==> config.mk <==
export PLATFORM = sky130hd
export DESIGN_NAME = seven_seg_scan_decoder_flat
export DESIGN_NICKNAME = d
export VERILOG_FILES = /design/src/rtl/seven_seg_scan_decoder_if.sv /design/src/rtl/seven_seg_scan_decoder.sv /design/src/flat_wrapper.sv
export SDC_FILE = /design/constraint.sdc
export NUM_CORES = 1
export LEC_CHECK = 0
export CORE_MARGIN = 2
export CORE_UTILIZATION = 40
export CTS_CLUSTER_SIZE = 24
export DETAILED_ROUTE_END_ITERATION = 8
export SYNTH_ARGS = -nofsm -noshare
export SYNTH_HDL_FRONTEND = slang
export SYNTH_SLANG_ARGS = --single-unit
==> constraint.sdc <==
create_clock -name clock -period 3.6 [get_ports clock]
set_clock_uncertainty 0.15 [all_clocks]
set_input_delay 0.54 -clock clock [delete_from_list [all_inputs] [get_ports clock]]
set_output_delay 0.54 -clock clock [all_outputs]
set_load 0.03 [all_outputs]
==> src/rtl/seven_seg_scan_decoder_if.sv <==
// Bus bundle for the seven-segment scan monitor: sampled display lines in,
// decoded frame and health status out.
interface seven_seg_scan_decoder_if;
    logic [3:0] sevenSegmentEnable;
    logic [7:0] sevenSegmentData;
    logic [3:0] nibbleA;
    logic [3:0] nibbleB;
    logic [3:0] nibbleC;
    logic [3:0] nibbleD;
    logic       frameValid;
    logic       patternError;
    logic [7:0] errorCount;
    logic       scanStalled;

    modport slave (
        input  sevenSegmentEnable, sevenSegmentData,
        output nibbleA, nibbleB, nibbleC, nibbleD,
        output frameValid, patternError, errorCount, scanStalled
    );

    modport master (
        output sevenSegmentEnable, sevenSegmentData,
        input  nibbleA, nibbleB, nibbleC, nibbleD,
        input  frameValid, patternError, errorCount, scanStalled
    );
endinterface

==> src/rtl/seven_seg_scan_decoder.sv <==
// Deglitches the multiplexed seven-segment bus, decodes each digit back to a
// nibble and publishes a four-digit frame once every digit has been seen.
module seven_seg_scan_decoder #(
    parameter int STABLE_CYCLES  = 4,
    parameter int TIMEOUT_CYCLES = 1024
) (
    input logic                      clock,
    input logic                      reset,
    seven_seg_scan_decoder_if.slave  bus
);
    localparam int CNT_W = $clog2(STABLE_CYCLES) + 1;
    localparam int TMR_W = $clog2(TIMEOUT_CYCLES + 1) + 1;
    localparam logic [CNT_W-1:0] CNT_MAX   = CNT_W'(STABLE_CYCLES - 1);
    localparam logic [CNT_W-1:0] ACCEPT_AT = CNT_W'(STABLE_CYCLES - 2);
    localparam logic [TMR_W-1:0] TMR_MAX   = TMR_W'(TIMEOUT_CYCLES);

    // Returns {hit, nibble}; only exact active-low patterns are recognised.
    function automatic logic [4:0] decode_segments(input logic [7:0] seg);
        case (seg)
            8'b00010001: return {1'b1, 4'h0};
            8'b11010111: return {1'b1, 4'h1};
            8'b00110010: return {1'b1, 4'h2};
            8'b10010010: return {1'b1, 4'h3};
            8'b11010100: return {1'b1, 4'h4};
            8'b10011000: return {1'b1, 4'h5};
            8'b00011000: return {1'b1, 4'h6};
            8'b11010011: return {1'b1, 4'h7};
            8'b00010000: return {1'b1, 4'h8};
            8'b10010000: return {1'b1, 4'h9};
            8'b01010000: return {1'b1, 4'hA};
            8'b00011100: return {1'b1, 4'hB};
            8'b00111001: return {1'b1, 4'hC};
            8'b00010110: return {1'b1, 4'hD};
            8'b00111000: return {1'b1, 4'hE};
            8'b01111000: return {1'b1, 4'hF};
            default:     return 5'b0;
        endcase
    endfunction

    // Returns {valid, digit index}; exactly one enable bit must be low.
    function automatic logic [2:0] decode_enable(input logic [3:0] en);
        case (en)
            4'b1110: return {1'b1, 2'd0};
            4'b1101: return {1'b1, 2'd1};
            4'b1011: return {1'b1, 2'd2};
            4'b0111: return {1'b1, 2'd3};
            default: return 3'b0;
        endcase
    endfunction

    logic [3:0]       en_q, en_prev_q;
    logic [7:0]       data_q, data_prev_q;
    logic [CNT_W-1:0] stable_cnt_q, stable_cnt_d;
    logic [3:0][3:0]  capture_q, capture_d;
    logic [3:0][3:0]  nibble_q, nibble_d;
    logic [3:0]       seen_mask_q, seen_mask_d;
    logic             frame_valid_q, frame_valid_d;
    logic             pattern_error_q, pattern_error_d;
    logic [7:0]       error_count_q, error_count_d;
    logic [TMR_W-1:0] timer_q, timer_d;
    logic             scan_stalled_q, scan_stalled_d;

    logic       same_pair, accept, en_ok, seg_ok, write_ok, miss;
    logic [1:0] digit;
    logic [3:0] nib;

    always_comb begin
        same_pair       = (en_q == en_prev_q) && (data_q == data_prev_q);
        stable_cnt_d    = '0;
        if (same_pair)
            stable_cnt_d = (stable_cnt_q == CNT_MAX) ? stable_cnt_q : stable_cnt_q + 1'b1;
        // The count passes ACCEPT_AT exactly once per stable run, so one acceptance per pair.
        accept          = same_pair && (stable_cnt_q == ACCEPT_AT);
        {en_ok, digit}  = decode_enable(en_q);
        {seg_ok, nib}   = decode_segments(data_q);
        write_ok        = accept && en_ok && seg_ok;
        miss            = accept && en_ok && !seg_ok;

        capture_d       = capture_q;
        nibble_d        = nibble_q;
        seen_mask_d     = seen_mask_q;
        frame_valid_d   = 1'b0;
        pattern_error_d = 1'b0;
        error_count_d   = error_count_q;
        timer_d         = timer_q;
        scan_stalled_d  = scan_stalled_q;

        if (write_ok)
            timer_d = '0;
        else if (timer_q != TMR_MAX)
            timer_d = timer_q + 1'b1;

        if (write_ok) begin
            scan_stalled_d = 1'b0;
        end else if (timer_d == TMR_MAX) begin
            scan_stalled_d = 1'b1;
            seen_mask_d    = '0;
        end

        if (write_ok) begin
            capture_d[digit]   = nib;
            seen_mask_d[digit] = 1'b1;
            if (seen_mask_d == 4'b1111) begin
                nibble_d      = capture_d;
                frame_valid_d = 1'b1;
                seen_mask_d   = '0;
            end
        end else if (miss) begin
            pattern_error_d    = 1'b1;
            seen_mask_d[digit] = 1'b0;
            if (error_count_q != 8'hFF)
                error_count_d = error_count_q + 8'd1;
        end
    end

    always_ff @(posedge clock or posedge reset) begin
        if (reset) begin
            en_q            <= 4'b1111;
            en_prev_q       <= 4'b1111;
            data_q          <= 8'hFF;
            data_prev_q     <= 8'hFF;
            stable_cnt_q    <= '0;
            capture_q       <= '0;
            nibble_q        <= '0;
            seen_mask_q     <= '0;
            frame_valid_q   <= 1'b0;
            pattern_error_q <= 1'b0;
            error_count_q   <= '0;
            timer_q         <= '0;
            scan_stalled_q  <= 1'b0;
        end else begin
            en_q            <= bus.sevenSegmentEnable;
            en_prev_q       <= en_q;
            data_q          <= bus.sevenSegmentData;
            data_prev_q     <= data_q;
            stable_cnt_q    <= stable_cnt_d;
            capture_q       <= capture_d;
            nibble_q        <= nibble_d;
            seen_mask_q     <= seen_mask_d;
            frame_valid_q   <= frame_valid_d;
            pattern_error_q <= pattern_error_d;
            error_count_q   <= error_count_d;
            timer_q         <= timer_d;
            scan_stalled_q  <= scan_stalled_d;
        end
    end

    assign bus.nibbleA      = nibble_q[0];
    assign bus.nibbleB      = nibble_q[1];
    assign bus.nibbleC      = nibble_q[2];
    assign bus.nibbleD      = nibble_q[3];
    assign bus.frameValid   = frame_valid_q;
    assign bus.patternError = pattern_error_q;
    assign bus.errorCount   = error_count_q;
    assign bus.scanStalled  = scan_stalled_q;
endmodule

==> src/flat_wrapper.sv <==
// flat-port wrapper written by rule: the top's interface ports become plain ports
module seven_seg_scan_decoder_flat 
#(
    parameter int STABLE_CYCLES  = 4,
    parameter int TIMEOUT_CYCLES = 1024
)
  (clock, reset, bus_sevenSegmentEnable, bus_sevenSegmentData, bus_nibbleA, bus_nibbleB, bus_nibbleC, bus_nibbleD, bus_frameValid, bus_patternError, bus_errorCount, bus_scanStalled);
  seven_seg_scan_decoder_if bus_i ();
  input logic clock;
  input logic reset;
  input wire logic [$bits(bus_i.sevenSegmentEnable)-1:0] bus_sevenSegmentEnable;
  input wire logic [$bits(bus_i.sevenSegmentData)-1:0] bus_sevenSegmentData;
  output wire logic [$bits(bus_i.nibbleA)-1:0] bus_nibbleA;
  output wire logic [$bits(bus_i.nibbleB)-1:0] bus_nibbleB;
  output wire logic [$bits(bus_i.nibbleC)-1:0] bus_nibbleC;
  output wire logic [$bits(bus_i.nibbleD)-1:0] bus_nibbleD;
  output wire logic [$bits(bus_i.frameValid)-1:0] bus_frameValid;
  output wire logic [$bits(bus_i.patternError)-1:0] bus_patternError;
  output wire logic [$bits(bus_i.errorCount)-1:0] bus_errorCount;
  output wire logic [$bits(bus_i.scanStalled)-1:0] bus_scanStalled;
  assign bus_i.sevenSegmentEnable = bus_sevenSegmentEnable;
  assign bus_i.sevenSegmentData = bus_sevenSegmentData;
  assign bus_nibbleA = bus_i.nibbleA;
  assign bus_nibbleB = bus_i.nibbleB;
  assign bus_nibbleC = bus_i.nibbleC;
  assign bus_nibbleD = bus_i.nibbleD;
  assign bus_frameValid = bus_i.frameValid;
  assign bus_patternError = bus_i.patternError;
  assign bus_errorCount = bus_i.errorCount;
  assign bus_scanStalled = bus_i.scanStalled;
  seven_seg_scan_decoder #(.STABLE_CYCLES(STABLE_CYCLES), .TIMEOUT_CYCLES(TIMEOUT_CYCLES)) u_core (.clock(clock), .reset(reset), .bus(bus_i));
endmodule
==> impl_metrics.tcl, run 1 <==
set metrics [dict create \
    period_share_pct 83.5 \
    period_minus_slack_ns 3.01 \
    dieWidth_um 108 \
    nets 456 \
    synth-edff-count 0 \
    p_leak_nw 2.22 \
    cts_sinks 86 \
    rr_worst_depth 6 \
    layout-drive-gt1-share_pct 20.0 \
    first_iter_violations 128 \
    ys_seq_elements 86 \
    tns_ns 0 \
    synth_commonest_cells "62 x dfrtp_1, 33 x nor2_1, 32 x nand2_1" \
    seq_power_share_pct 52.4 \
    htree_levels 3 \
    gp_congestion 0.820 \
    synth_flop_cell "dfrtp_1" \
    fmax_mhz 333 \
    cp.buffers_inverters 0 \
    rr_endpoint "u_core.capture_q[6]" \
    p_comb_share_pct 4.4 \
    clk_latency_ns 0.36 \
    cts_tree "done" \
    core-area_mm2 0.0107 \
    antenna_left 0 \
    yosysWarningCount 0 \
    cp.arrival_ns 3.10 \
    io_buffers 40 \
    post_synth_inst_count 399 \
    overflow 0 \
    syn_avg_cell_area_um2 10.9 \
    cp.required_ns 3.69 \
    yosys.area.top_type "dfrtp_1" \
    path_cells "xor2_1, nor4_1, nand4_1, a311oi_2, and2_0, mux2_2" \
    antenna_found_initial 0 \
    path_clk_slew_ns 0.09 \
    path_delay_family "simple AND/OR/NAND/NOR gates" \
    reg2reg_slack_ns 0.59 \
    grt_pass1_wl_mm 14.6 \
    hpwl_mm 6.09 \
    row_count 38 \
    start_util_pct 40.6 \
    layout_setup_ws_ns 0.594 \
    swShare_pct 22.8 \
    antenna_cells 0 \
    min_to "u_core.en_prev_q[2]" \
    endpoint_kind "flop" \
    power.internal_mw 1.50 \
    cts_buffer_depth 2 \
    ir_drop_v 0.000166 \
    io_pins 41 \
    switching_power_mw 0.443 \
    chipHeight_um 108 \
    r2r_start "u_core.data_q[2]" \
    dieArea_mm2 0.0117 \
    clkPwrFrac_pct 43.2 \
    yosys.area.top_type_share_pct 35.7 \
    holdPathStages 0 \
    cts_hold_buf 0 \
    p_per_area_mw_per_mm2 379 \
    whs_ns 0.274 \
    hold_start "u_core.en_q[2]" \
    worst-slew-pin-transition_ns 0.716 \
    grt_max_degree 60 \
    cp-start-kind "flop" \
    via_count 3023 \
    synth_seq_area_share_pct 50.2 \
    synth_cell_types 61 \
    critPathKind "reg2reg" \
    cts_resized 0 \
    cp_max_fo 14 \
    postCtsSetupRepairBufs 0 \
    cts_buffers 9 \
    synth_fp_nets 419 \
    drv_cap 0 \
    grt_usage_pct 16.2 \
    area_growth_pct 18.0 \
    synth.cell_area_mm2 0.00434 \
    wire_per_inst_um 15.0 \
    worstHoldPathType "reg2reg" \
    post-place-ws_ns 0.623 \
    rsz0062_at_grt "false" \
    grt_pass1_vias 2956 \
    max_slew_margin_pct 52.0 \
    placed_cells 565 \
    slowest_delay_ns 0.68 \
    yosysMostFrequentCell "dfrtp_1" \
    cp_slowest_cell "dfstp_2" \
    status "completed" \
    setup_viol 0 \
    fin_cells 581 \
    dr.pass1.iters 5 \
    synthArstFlopShare_pct 100 \
    synth.area.top_cells "dfrtp_1 36%, dfstp_2 15%, mux2_2 4.9%" \
    hold_viol_final 0 \
    drc 0 \
    root_buffer "clkbuf_8" \
    slew_violations 0 \
    detail_route.vias_per_cell 5.20 \
    finalWirelength_mm 8.69 \
]
-- power groups by stage --
stage	logic [mW]	clock network, mW	registers, mW
floorplan	0.0668	0	1.02
global placement	0.0874	0	1.03
detailed placement	0.0874	0	1.03
global route	0.0974	0.910	1.02
CTS	0.0878	0.867	1.02
finish	0.0857	0.838	1.02
-- cell families (layout without fill, tap and decap cells) --
| group | after synthesis | count (layout) | share of synthesized area [%] |
|---|---|---|---|
| and+or+nand+nor | 150 | 150 | 19.3 |
| DFF | 86 | 86 | 50.2 |
| AOI/OAI and AO/OA | 61 | 61 | 9.25 |
| muxes | 34 | 34 | 9.65 |
| xor gates and xnor gates | 33 | 33 | 6.65 |
| buffers and inverters | 29 | 71 | 3.20 |
| adders and majority gates | 6 | 6 | 1.73 |
-- state kept, by name, indices dropped and copies added (netlist names) --
signal,flops
u_core.bus.nibbleB,4
u_core.bus.nibbleD,4
u_core.seen_mask_q,4
u_core.en_q,4
u_core.stable_cnt_q,3
u_core.bus.patternError,1
u_core.capture_q,16
u_core.data_prev_q,8
u_core.bus.errorCount,8
u_core.bus.scanStalled,1
u_core.bus.nibbleA,4
u_core.bus.frameValid,1
u_core.timer_q,12
u_core.en_prev_q,4
u_core.bus.nibbleC,4
u_core.data_q,8
-- metrics by stage --
step / util (%) / area (µm²) / power (mW)
finish: 47.9 / 5120 / 1.94
global route: 47.9 / 5120 / 2.03
CTS: 47.9 / 5120 / 1.97
detailed placement: 45.6 / 4880 / 1.12
global placement: 45.6 / 4880 / 1.12
floorplan: - / 4340 / 1.08
-- worst max path at each step --
stage                                start                        to  slack [ns]  cells past startpoint
final                     u_core.data_q[2]       u_core.capture_q[6]        0.59                      6
after global routing      u_core.data_q[2]       u_core.capture_q[4]        0.38                      6
after CTS                 u_core.data_q[2]       u_core.capture_q[6]        0.63                      6
after detailed placement  u_core.data_q[2]       u_core.capture_q[6]        0.62                      6
after global placement    u_core.data_q[2]       u_core.capture_q[5]        0.78                      6
after floorplan                      reset  u_core.bus.errorCount[0]        0.73                      1
-- layer usage --
metal	vias to the layer above	global-route usage (%)	wire length, µm
met5	-	0	0
met4	0	6.96	78
met3	4	3.19	356
met2	73	24.8	3980
met1	1459	22.3	4270
li1	1487	-	-
-- cell usage in the layout (no fill, tap or decap), types with 10 or more instances in the layout --
cell type / count
dfstp_2: 24
xor2_1: 17
and3_1: 14
mux2_4: 10
o21ai_0: 24
dfrtp_1: 62
nand3_1: 13
nand2_1: 32
nor2_1: 33
clkdlybuf4s50_1: 40
mux2_2: 19
xnor2_1: 16
-- final cells by class --
cell class	instances	area, µm²
timing repair buffer	47	465
clock inverter	7	125
sequential	86	2180
clock buffer	9	124
fill	983	5570
tap	140	175
inverter	8	31.3
multi-input combinational	284	2020
(Power assumes the default switching activity.)
==> run 2: changes to the inputs <==
==> constraint.sdc (replaced) <==
create_clock -name clock -period 2.8 [get_ports clock]
set_clock_uncertainty 0.15 [all_clocks]
set_input_delay 0.42 -clock clock [delete_from_list [all_inputs] [get_ports clock]]
set_output_delay 0.42 -clock clock [all_outputs]
set_load 0.03 [all_outputs]
==> run 2 against run 1 <==
  * Flip-flop and latch count unchanged
  * First-iteration DRC count increased by 35%
  * Critical path depth increased by 1
  * Critical endpoint is now u_core.bus.nibbleD[1]
==> impl_metrics.tcl, run 2 (same netlist as run 1, synthesis figures left out) <==
set metrics [dict create \
    grt_max_degree 55 \
    fmax_mhz 379 \
    finalWirelength_mm 8.47 \
    largest_register_ffs 16 \
    critPathKind "reg2reg" \
    row_count 38 \
    io_buffers 40 \
    io_pins 41 \
    overflow 0 \
    max_slew_margin_pct 67.7 \
    status "completed" \
    whs_ns 0.152 \
    top_regs "u_core.capture_q (16), u_core.timer_q (12)" \
    drc 0 \
    tns_ns 0 \
    first_iter_violations 173 \
    antenna_left 0 \
    cts_buffer_depth 2 \
    hpwl_mm 6.01 \
    cp_max_fo 16 \
    cp-start-kind "flop" \
    p_per_area_mw_per_mm2 443 \
    setup_viol 0 \
    num-fill-cells 1000 \
    worstHoldPathType "in2async" \
    dieArea_mm2 0.0117 \
    root_buffer "clkbuf_8" \
    p_leak_nw 2.24 \
    rsz0062_at_grt "false" \
    start_util_pct 40.6 \
    cts_buffers 9 \
    grt_pass1_vias 3001 \
    via_count 3064 \
    antenna_cells 0 \
    path_clk_slew_ns 0.09 \
    core-area_mm2 0.0107 \
    hold_viol_final 0 \
    area_growth_pct 18.6 \
    final_cell_mix "62 x dfrtp_1, 40 x clkdlybuf4s50_1, 33 x nor2_1" \
    grt_pass1_wl_mm 14.6 \
    period_minus_slack_ns 2.64 \
    period_share_pct 94.3 \
    worst-slew-pin-transition_ns 0.479 \
    final_common_cell "dfrtp_1" \
    htree_levels 3 \
    grt_usage_pct 15.9 \
    power_mw 2.28 \
    slew_violations 0 \
    endpoint_kind "flop" \
    antenna_found_initial 0 \
    drv_cap 0 \
    layout-drive-gt1-share_pct 21.2 \
    detail_route.vias_per_cell 5.20 \
    clk_latency_ns 0.36 \
    cts_tree "done" \
    cp.arrival_ns 2.74 \
    chipHeight_um 108 \
    wire_per_inst_um 14.4 \
    cp.required_ns 2.90 \
    dieWidth_um 108 \
    final_core_util_pct 48.1 \
    dr.pass1.iters 4 \
    nets 465 \
    cts_hold_buf 0 \
    largest-register "u_core.capture_q" \
    gp_congestion 0.822 \
    ir_drop_v 0.000256 \
    cts_sinks 86 \
]
## run 2: cell types whose count changed in the layout (fill, tap and decap cells not counted), sizes merged
cell / before / now
clkinv: 2 / 4
inv: 10 / 7
buf: 7 / 16
clkbuf: 9 / 10
clkinvlp: 0 / 1
bufinv: 3 / 1
## run 2: stage by stage
stage	cells	instance area, µm²	worst slack (ns)
after CTS	587	5120	0.0861
after global placement	572	4930	0.116
after global routing	589	5150	0.00481
after floorplan	399	4340	0.0479
after detailed placement	572	4930	0.0985
final	589	5150	0.161
## run 2: report_power, final
part / internal (mW) / switching (mW)
Sequential: 1.27 / 0.0299
Clock: 0.424 / 0.434
Combinational: 0.0526 / 0.0674
## run 2: worst paths after layout
kind	startpoint	cells after the start	end	slack (ns)
worst max-delay path	u_core.data_q[7]	7	u_core.bus.nibbleD[1]	0.16
max in group asynchronous	reset	3	u_core.en_q[0]	1.72
worst min register to register	u_core.data_q[4]	0	u_core.data_prev_q[4]	0.27
worst min-delay path	reset	2	u_core.bus.nibbleA[0]	0.15
worst max register to register	u_core.data_q[7]	7	u_core.bus.nibbleD[1]	0.16
min in group clock	u_core.data_q[4]	0	u_core.data_prev_q[4]	0.27
## run 2: final cells by class
class | instances | area (µm²) | area share, %
Clock buffer | 10 | 138 | 2.67
Clock inverter | 5 | 50.0 | 0.972
Inverter | 8 | 31.3 | 0.608
Multi-Input combinational cell | 284 | 2040 | 39.6
Sequential cell | 86 | 2180 | 42.4
Tap cell | 140 | 175 | 3.40
Timing Repair Buffer | 56 | 533 | 10.4
## run 2: metal layers
metal	track usage, %	share of wire, %
met1	22.1	49
met2	24.9	46
met3	2.89	3.7
met4	6.04	1.7
met5	0	0
## run 2: critical path, cell delays in order, from the launching register on
cell and delay (ns):
dfstp_2 0.67, nor2b_1 0.13, o32a_1 0.32, o211a_1 0.25
a311oi_4 0.37, nand2b_1 0.09, buf_4 0.23, mux2_4 0.32
## run 2: what timing repair did
action,CTS,global route
resized for setup,0,3
buffers inserted,0,2
endpoints found under the setup margin,0,25
==> run 3: changes to the inputs <==
--- a/config.mk
+++ b/config.mk
@@ -6,7 +6,7 @@
 export NUM_CORES = 1
 export LEC_CHECK = 0
 export CORE_MARGIN = 2
-export CORE_UTILIZATION = 40
+export CORE_UTILIZATION = 30
 export CTS_CLUSTER_SIZE = 24
 export DETAILED_ROUTE_END_ITERATION = 8
 export SYNTH_ARGS = -nofsm -noshare
==> run 3 against run 2 <==
  * Core utilization down 9.8 points
  * Die area increased by 32%
  * Sequential power is essentially flat
  * Clock power up 50%
  * Highest routed layer unchanged
==> impl_metrics.tcl, run 3 (same netlist as run 1, synthesis figures left out) <==
set metrics [dict create \
    post-place-ws_ns 0.0331 \
    slew_violations 0 \
    cp-start-kind "flop" \
    cp.arrival_ns 2.74 \
    p_per_area_mw_per_mm2 506 \
    p_comb_share_pct 4.4 \
    worstHoldPathType "reg2reg" \
    drc 0 \
    antenna_cells 0 \
    cts_buffer_depth 2 \
    antenna_left 0 \
    tns_ns 0 \
    min_to "u_core.data_prev_q[2]" \
    via_count 3089 \
    clkPwrFrac_pct 47.5 \
    hpwl_mm 6.34 \
    power.internal_mw 2.11 \
    startpoint "u_core.data_q[1]" \
    drv_cap 0 \
    holdPathStages 0 \
    fmax_mhz 375 \
    path_clk_slew_ns 0.06 \
    rsz0062_at_grt "false" \
    final_cell_mix "62 x dfrtp_1, 40 x clkdlybuf4s50_1, 33 x nor2_1" \
    grt_max_degree 87 \
    status "completed" \
    area_growth_pct 23.3 \
    p_leak_nw 2.31 \
    design_area_mm2 0.00536 \
    dieArea_mm2 0.0155 \
    top_regs "u_core.capture_q (16), u_core.timer_q (12)" \
    placed_cells 612 \
    dr.pass1.iters 4 \
    final_common_cell "dfrtp_1" \
    period_minus_slack_ns 2.66 \
    nets 465 \
    fin_cells 630 \
    dieWidth_um 124 \
    critPathKind "reg2reg" \
    htree_levels 3 \
    r2r_start "u_core.data_q[1]" \
    power_mw 2.71 \
    largest-register "u_core.capture_q" \
    reg2reg_slack_ns 0.14 \
    whs_ns 0.243 \
    swShare_pct 22.2 \
    max_slew_margin_pct 68.3 \
    cts_buffers 9 \
    detail_route.vias_per_cell 4.90 \
    overflow 0 \
    met3_usage_pct 3.65 \
    core-area_mm2 0.0140 \
    io_buffers 40 \
    row_count 43 \
    setup_viol 0 \
    worst-slew-pin-transition_ns 0.471 \
    final_core_util_pct 38.3 \
    first_iter_violations 153 \
    cp_max_fo 8 \
    start_util_pct 31.0 \
    gp_congestion 0.929 \
    cts_hold_buf 0 \
    seq_power_share_pct 48.1 \
    multi_input_area_mm2 0.00205 \
    regArea_mm2 0.00218 \
    grt_pass1_vias 3006 \
    chipHeight_um 124 \
    root_buffer "clkbuf_16" \
    cp.required_ns 2.88 \
    grtUsageMet2_pct 18.3 \
    clk_latency_ns 0.35 \
    grt_pass1_wl_mm 15.2 \
    wire_per_inst_um 14.2 \
    switching_power_mw 0.602 \
    layout-drive-gt1-share_pct 22.2 \
    finalWirelength_mm 8.93 \
    cts_tree "done" \
    gr-max-usage-layer "met2" \
    num-fill-cells 1364 \
    io_pins 41 \
    hold_start "u_core.data_q[2]" \
    rr_endpoint "u_core.capture_q[5]" \
    hold_viol_final 0 \
    endpoint_kind "flop" \
    antenna_found_initial 0 \
    cts_sinks 86 \
    layout_setup_ws_ns 0.136 \
    period_share_pct 95.1 \
    largest_register_ffs 16 \
    grt_usage_pct 12.1 \
    rr_worst_depth 6 \
    globalRouteMet1Util_pct 16.5 \
    ir_drop_v 0.000318 \
    dpl_cell_area_mm2 0.00499 \
]
## run 3: changes by cell type in the layout (fill, tap and decap cells not counted), sizes merged
cell / before / now
bufinv: 1 / 2
clkbuf: 10 / 9
clkinv: 4 / 3
clkinvlp: 1 / 2
inv: 7 / 8
## run 3: area by class of cell
| cell class | instances | area share, % |
|---|---|---|
| Timing Repair Buffer | 56 | 10.3 |
| Multi-Input combinational cell | 284 | 38.2 |
| Inverter | 8 | 0.584 |
| Sequential cell | 86 | 40.7 |
| Clock buffer | 9 | 4.20 |
| Tap cell | 180 | 4.20 |
| Clock inverter | 7 | 1.82 |
## run 3: per-layer routing
metal | up-vias | routed length, µm
met3 | 12 | 402
li1 | 1512 | -
met1 | 1491 | 4310
met5 | - | 0
met2 | 74 | 4060
met4 | 0 | 160
## run 3: worst max path at each step
stage / endpoint / depth (start not counted) / slack, ns
after floorplan: u_core.bus.errorCount[0] / 1 / 0.05
after global placement: u_core.capture_q[0] / 7 / 0.13
after detailed placement: u_core.capture_q[2] / 7 / 0.03
after CTS: u_core.capture_q[2] / 7 / 0.04
after global routing: u_core.capture_q[6] / 6 / 0.02
final: u_core.capture_q[5] / 6 / 0.14
## run 3: power groups by stage
stage	clock network, mW	registers [mW]	logic (mW)
floorplan	0	1.31	0.0859
global placement	0	1.32	0.120
detailed placement	0	1.33	0.120
CTS	1.34	1.30	0.120
global route	1.39	1.31	0.136
finish	1.29	1.30	0.120
## run 3: what timing repair did
action,CTS,global route
gates resized for setup,0,6
buffers inserted,0,2
setup endpoints to repair,0,30
## run 3: worst max-delay path, stage by stage (launching register included)
cell      delay (ns)
dfstp_2         0.63
and4bb_1        0.25
a22oi_1         0.12
or4_4           0.45
a311oi_4        0.29
and2_1          0.30
mux2_2          0.36
==> edit 1, RTL diff (settings of run 3) <==
`STABLE_CYCLES` is set to 4 in 2 places; all go to 8.
--- a/src/rtl/seven_seg_scan_decoder.sv
+++ b/src/rtl/seven_seg_scan_decoder.sv
@@ -1,7 +1,7 @@
 // Deglitches the multiplexed seven-segment bus, decodes each digit back to a
 // nibble and publishes a four-digit frame once every digit has been seen.
 module seven_seg_scan_decoder #(
-    parameter int STABLE_CYCLES  = 4,
+    parameter int STABLE_CYCLES  = 8,
     parameter int TIMEOUT_CYCLES = 1024
 ) (
     input logic                      clock,
--- a/src/flat_wrapper.sv
+++ b/src/flat_wrapper.sv
@@ -1,7 +1,7 @@
 // flat-port wrapper written by rule: the top's interface ports become plain ports
 module seven_seg_scan_decoder_flat 
 #(
-    parameter int STABLE_CYCLES  = 4,
+    parameter int STABLE_CYCLES  = 8,
     parameter int TIMEOUT_CYCLES = 1024
 )
   (clock, reset, bus_sevenSegmentEnable, bus_sevenSegmentData, bus_nibbleA, bus_nibbleB, bus_nibbleC, bus_nibbleD, bus_frameValid, bus_patternError, bus_errorCount, bus_scanStalled);
Formal check against the unedited RTL: not equivalent (a bounded check fails within 10 cycles, from zero or initial values and one cycle with reset high).
==> edit 1 against run 3 <==
- setup slack lost 71 ps
- final cell count increased by 2.9%
- via count increased by 3.3%
- maximum frequency is 2.6% lower
- cell area down 0.19%
- sequential share of layout area increased by 0.54 points
- sequential cell count increased by 1
- first-iteration DRC count is 4.6% lower
- synthesized cell count is 1.8% higher
- routed wire length is 7.4% higher
- area after synthesis is 2.7% lower
- power grew 0.33%
- critical endpoint is now u_core.seen_mask_q[2]$_DFF_PP0_
- largest cell class unchanged
- largest power group unchanged
- highest routed layer unchanged
==> edit 1: results (changes against run 3) <==
register area 2210 µm² (+1.1%); worst IR drop on VDD 0.315 mV (-1.0%); syn nets 425 (+1.4%); buffer share of cell area 12.3% (+2.0 points); Non-clock inverters 11 (+3); GP Congestion 0.838 (-9.8%); pin count of the biggest net entering global routing 61 (-30%); power share of the clock group 46.3% (-1.2 points); ranking of synthesized cells by area dfrtp_1 37%, dfstp_2 15%, xor2_1 4.4%; switching power 0.593 mW (-1.5%); mux contribution to synthesized area 5.04% (-4.6 points); Area after DPL 4980 µm² (-0.20%); Iter 0 DRT Violations 146 (-4.6%); vias per cell 4.93 (+0.46%); sequential cell area share 41.3% (+0.54 points); WL met1 4500 µm (+4.4%); post-synthesis sequential area ratio 52.3% (+2.0 points); worst slack, placed -4.41 ps (-37.5 ps); CTS resizes 1 (+1); Multi-input comb cells 286 (+0.70%); nonclk buf count 69 (+23%); antenna violations before repair 0 (unchanged); total track usage 14.1% (+2.0 points); DP HPWL 6820 µm (+7.6%); Int Power 2.13 mW (+0.85%); placed cells 630 (+2.9%); Routed met2 length 4550 µm (+12%); xor-xnor portion of the synthesized cell area 6.43% (-0.23 points); status finished, final reports clean; Final clock-cell share 5.83% (-0.20 points); top cells by count, synth 63 x dfrtp_1, 42 x nand2_1, 34 x o21ai_0; Compound-Gate Fraction of Synth Area 12.9% (+3.6 points); global routing usage on met1 19.1% (+2.7 points); first-pass GRT wire length 16,400 µm (+8.1%); met3 wire len 343 µm (-15%); adder-cell share of the synthesized area 1.48% (-0.25 points); vias in the first global route 3,305 (+9.9%); share of cells above drive strength 1 20.1% (-2.1 points); GRT met2 Usage 21.9% (+3.6 points); fraction of area in multi-input gates 35.6% (-2.6 points); Crit Path Max Fanout 9 (+1); worst endpoint data arrival time 2810 ps (+70 ps)
==> edit 1: changes by cell type in the layout (fill, tap and decap cells not counted), sizes merged, moves of 3 or more <==
cell,delta
a31oi,-3
nor3b,-3
mux2,-15
a21oi,+8
nand2b,+5
nand2,+10
buf,+13
xnor2,-6
and3,-4
o21ai,+11
xor2,+4
nor2b,-5
o211ai,+3
==> edit 1: path summary, 6_finish.rpt <==
check,startpoint,to,slack (ps),cells past startpoint
max,u_core.data_q[2]$_DFF_PP1_,u_core.seen_mask_q[2]$_DFF_PP0_,70,8
max in group asynchronous,reset,u_core.en_prev_q[0]$_DFF_PP1_,1540,3
min in group asynchronous,reset,u_core.bus.patternError$_DFF_PP0_,280,2
min reg2reg,u_core.data_q[1]$_DFF_PP1_,u_core.data_prev_q[1]$_DFF_PP1_,270,0
max reg2reg,u_core.data_q[2]$_DFF_PP1_,u_core.seen_mask_q[2]$_DFF_PP0_,70,8
min,u_core.data_q[1]$_DFF_PP1_,u_core.data_prev_q[1]$_DFF_PP1_,270,0
==> edit 2, RTL diff (flow settings as in run 3) <==
Made on the original files. Reset style: synchronous (`reset`), changed in one clocked block.
--- a/src/rtl/seven_seg_scan_decoder.sv
+++ b/src/rtl/seven_seg_scan_decoder.sv
@@ -113,7 +113,7 @@
         end
     end
 
-    always_ff @(posedge clock or posedge reset) begin
+    always_ff @(posedge clock) begin
         if (reset) begin
             en_q            <= 4'b1111;
             en_prev_q       <= 4'b1111;
Function: differs if reset is asserted again (counterexample within 10 cycles, from zero or initial values and one cycle with reset high); with reset held inactive, the same outputs for 10 cycles.
==> edit 2 against run 3 <==
- die area down 3.7%
- routed wire length up 6.3%
- sequential cell count unchanged
- power down 7.1%
- area after synthesis down 3.8%
- maximum frequency down 0.85%
- setup slack worse by 23 ps
- cell area down 3.0%
- critical path type unchanged
- largest power group unchanged
- highest routed layer unchanged
==> edit 2: results (changes against run 3) <==
filler cell count 1,374 (+0.73%); Crit-path slowest cell dfxtp_1; Critical Path Max Stage Delay 520 ps (-110 ps); share of cells above drive strength 1 19.0% (-3.3 points); total track usage 12.9% (+0.75 points); Unique masters post-synth 63 (+3.3%); hold path depth 2 (+2); final WL 9490 µm (+6.3%); post-synthesis sequential area ratio 41.2% (-9.0 points); syn nets 465 (+11%); Hold Crit Class flop to flop; hold_sp u_core.bus.scanStalled$_SDFFE_PP0P_; placed cells 660 (+7.8%); Layout Nets 518 (+11%); worst IR drop on VDD 0.294 mV (-7.7%); Area after DPL 4830 µm² (-3.3%); RR Endpoint u_core.bus.errorCount[3]$_SDFFE_PP0P_; Synth Area per Inst 9.39 µm² (-14%); Design Area, Final 5190 µm² (-3.0%); drt wl/cell 13.9 µm (-1.7%); R2R depth 8 (+2); vias in the first global route 3,164 (+5.3%); reg2reg setup slack 110 ps (-20 ps); Iter 0 DRT Violations 179 (+17%); pin count of the biggest net entering global routing 39 (-55%); Crit Path Max Fanout 7 (-1); vias per cell 4.88 (-0.48%); hold endpoint u_core.bus.scanStalled$_SDFFE_PP0P_; GP Congestion 0.839 (-9.7%); Top Registers u_core.capture_q (16), u_core.timer_q (12); Leak Pwr 1.93 nW (-17%); hold bufs inserted after CTS 0 (unchanged); Post-synth ARST share 0% (-100 points); Slew headroom 52.0% (-16 points); worst slack, placed 97.3 ps (+64.2 ps); top cells by count, synth 86 x dfxtp_1, 61 x nor2_1, 25 x mux2i_1, 25 x or2_2, 24 x nand2_1; first-pass GRT wire length 15,200 µm (about the same); status finished, final reports clean; FF-to-FF Start u_core.data_q[7]$_SDFF_PP1_; ranking of synthesized cells by area dfxtp_1 41%, mux2i_1 6.0%, nor2_1 5.5%; hold_ws 329 ps (+86.1 ps); worst endpoint data arrival time 2760 ps (+20 ps); Switching Fraction 22.9% (+0.68 points); DP HPWL 6760 µm (+6.6%); max_cap viols 0 (unchanged)
edit 2: changes by cell type after synthesis, moves of 11 or more:
| cell | delta |
|---|---|
| mux2i_1 | +24 |
| o21ai_0 | -19 |
| dfstp_2 | -24 |
| and3_1 | -11 |
| dfrtp_1 | -62 |
| or2_2 | +22 |
| dfxtp_1 | +86 |
| nor2_1 | +28 |
edit 2: what timing repair did:
item | 4_1_cts | 5_1_grt
setup endpoints to repair | 0 | 14
gates resized for setup | 0 | 9
setup buffers | 0 | 6
edit 2: cell type report:
class | instances | area share, %
flip-flops and latches | 86 | 33.2
multi-input cells | 322 | 44.9
clock inverters | 2 | 0.193
inverters | 12 | 0.867
clock buffers | 12 | 4.74
well taps | 180 | 4.34
repair buffers | 67 | 11.8
edit 2: worst max-delay path by stage:
stage               slack, ps                               endpoint  cells after the start                         start
floorplan                 350  u_core.bus.errorCount[3]$_SDFFE_PP0P_                      9   u_core.data_q[2]$_SDFF_PP1_
global placement          150       u_core.seen_mask_q[2]$_SDFF_PP0_                      7  u_core.timer_q[1]$_SDFF_PP0_
detailed placement        100       u_core.seen_mask_q[2]$_SDFF_PP0_                      8   u_core.data_q[1]$_SDFF_PP1_
CTS                        80       u_core.seen_mask_q[2]$_SDFF_PP0_                      8   u_core.data_q[1]$_SDFF_PP1_
global route              -20       u_core.capture_q[2]$_SDFFE_PP0N_                     10   u_core.data_q[3]$_SDFF_PP1_
finish                    110  u_core.bus.errorCount[3]$_SDFFE_PP0P_                      8   u_core.data_q[7]$_SDFF_PP1_
edit 2: worst max-delay path, delay by kind of cell, from the launching register on:
family	cells	cell delay (ps)
AO/OA/AOI/OAI	3	910
buffers and inverters	1	230
flip-flops	1	520
multiplexers	1	330
AND/OR/NAND/NOR	3	440
edit 2: kinds of logic after synthesis:
kind of cell               after synthesis  share of synthesized area [%]
adders and majority gates                6                           1.80
and+or+nand+nor                        195                           27.0
xor gates and xnor gates                27                           5.66
AOI/OAI and AO/OA                       56                           10.7
DFF                                     86                           41.2
buffers and inverters                   38                           4.40
muxes                                   37                           9.23
edit 2: power by group through the flow:
stage	registers, mW	logic (mW)	clock network [mW]
floorplan	1.28	0.131	0
global placement	1.29	0.178	0
detailed placement	1.29	0.181	0
CTS	1.27	0.182	1.10
global route	1.27	0.203	1.16
finish	1.27	0.185	1.07
edit 2: routing by layer:
layer  up-vias  GRT usage [%]  wire [µm]
li1       1676              -          -
met1      1571           16.2       4340
met2        62           20.9       4590
met3        14           2.67        320
met4         0           6.39        238
met5         -              0          0
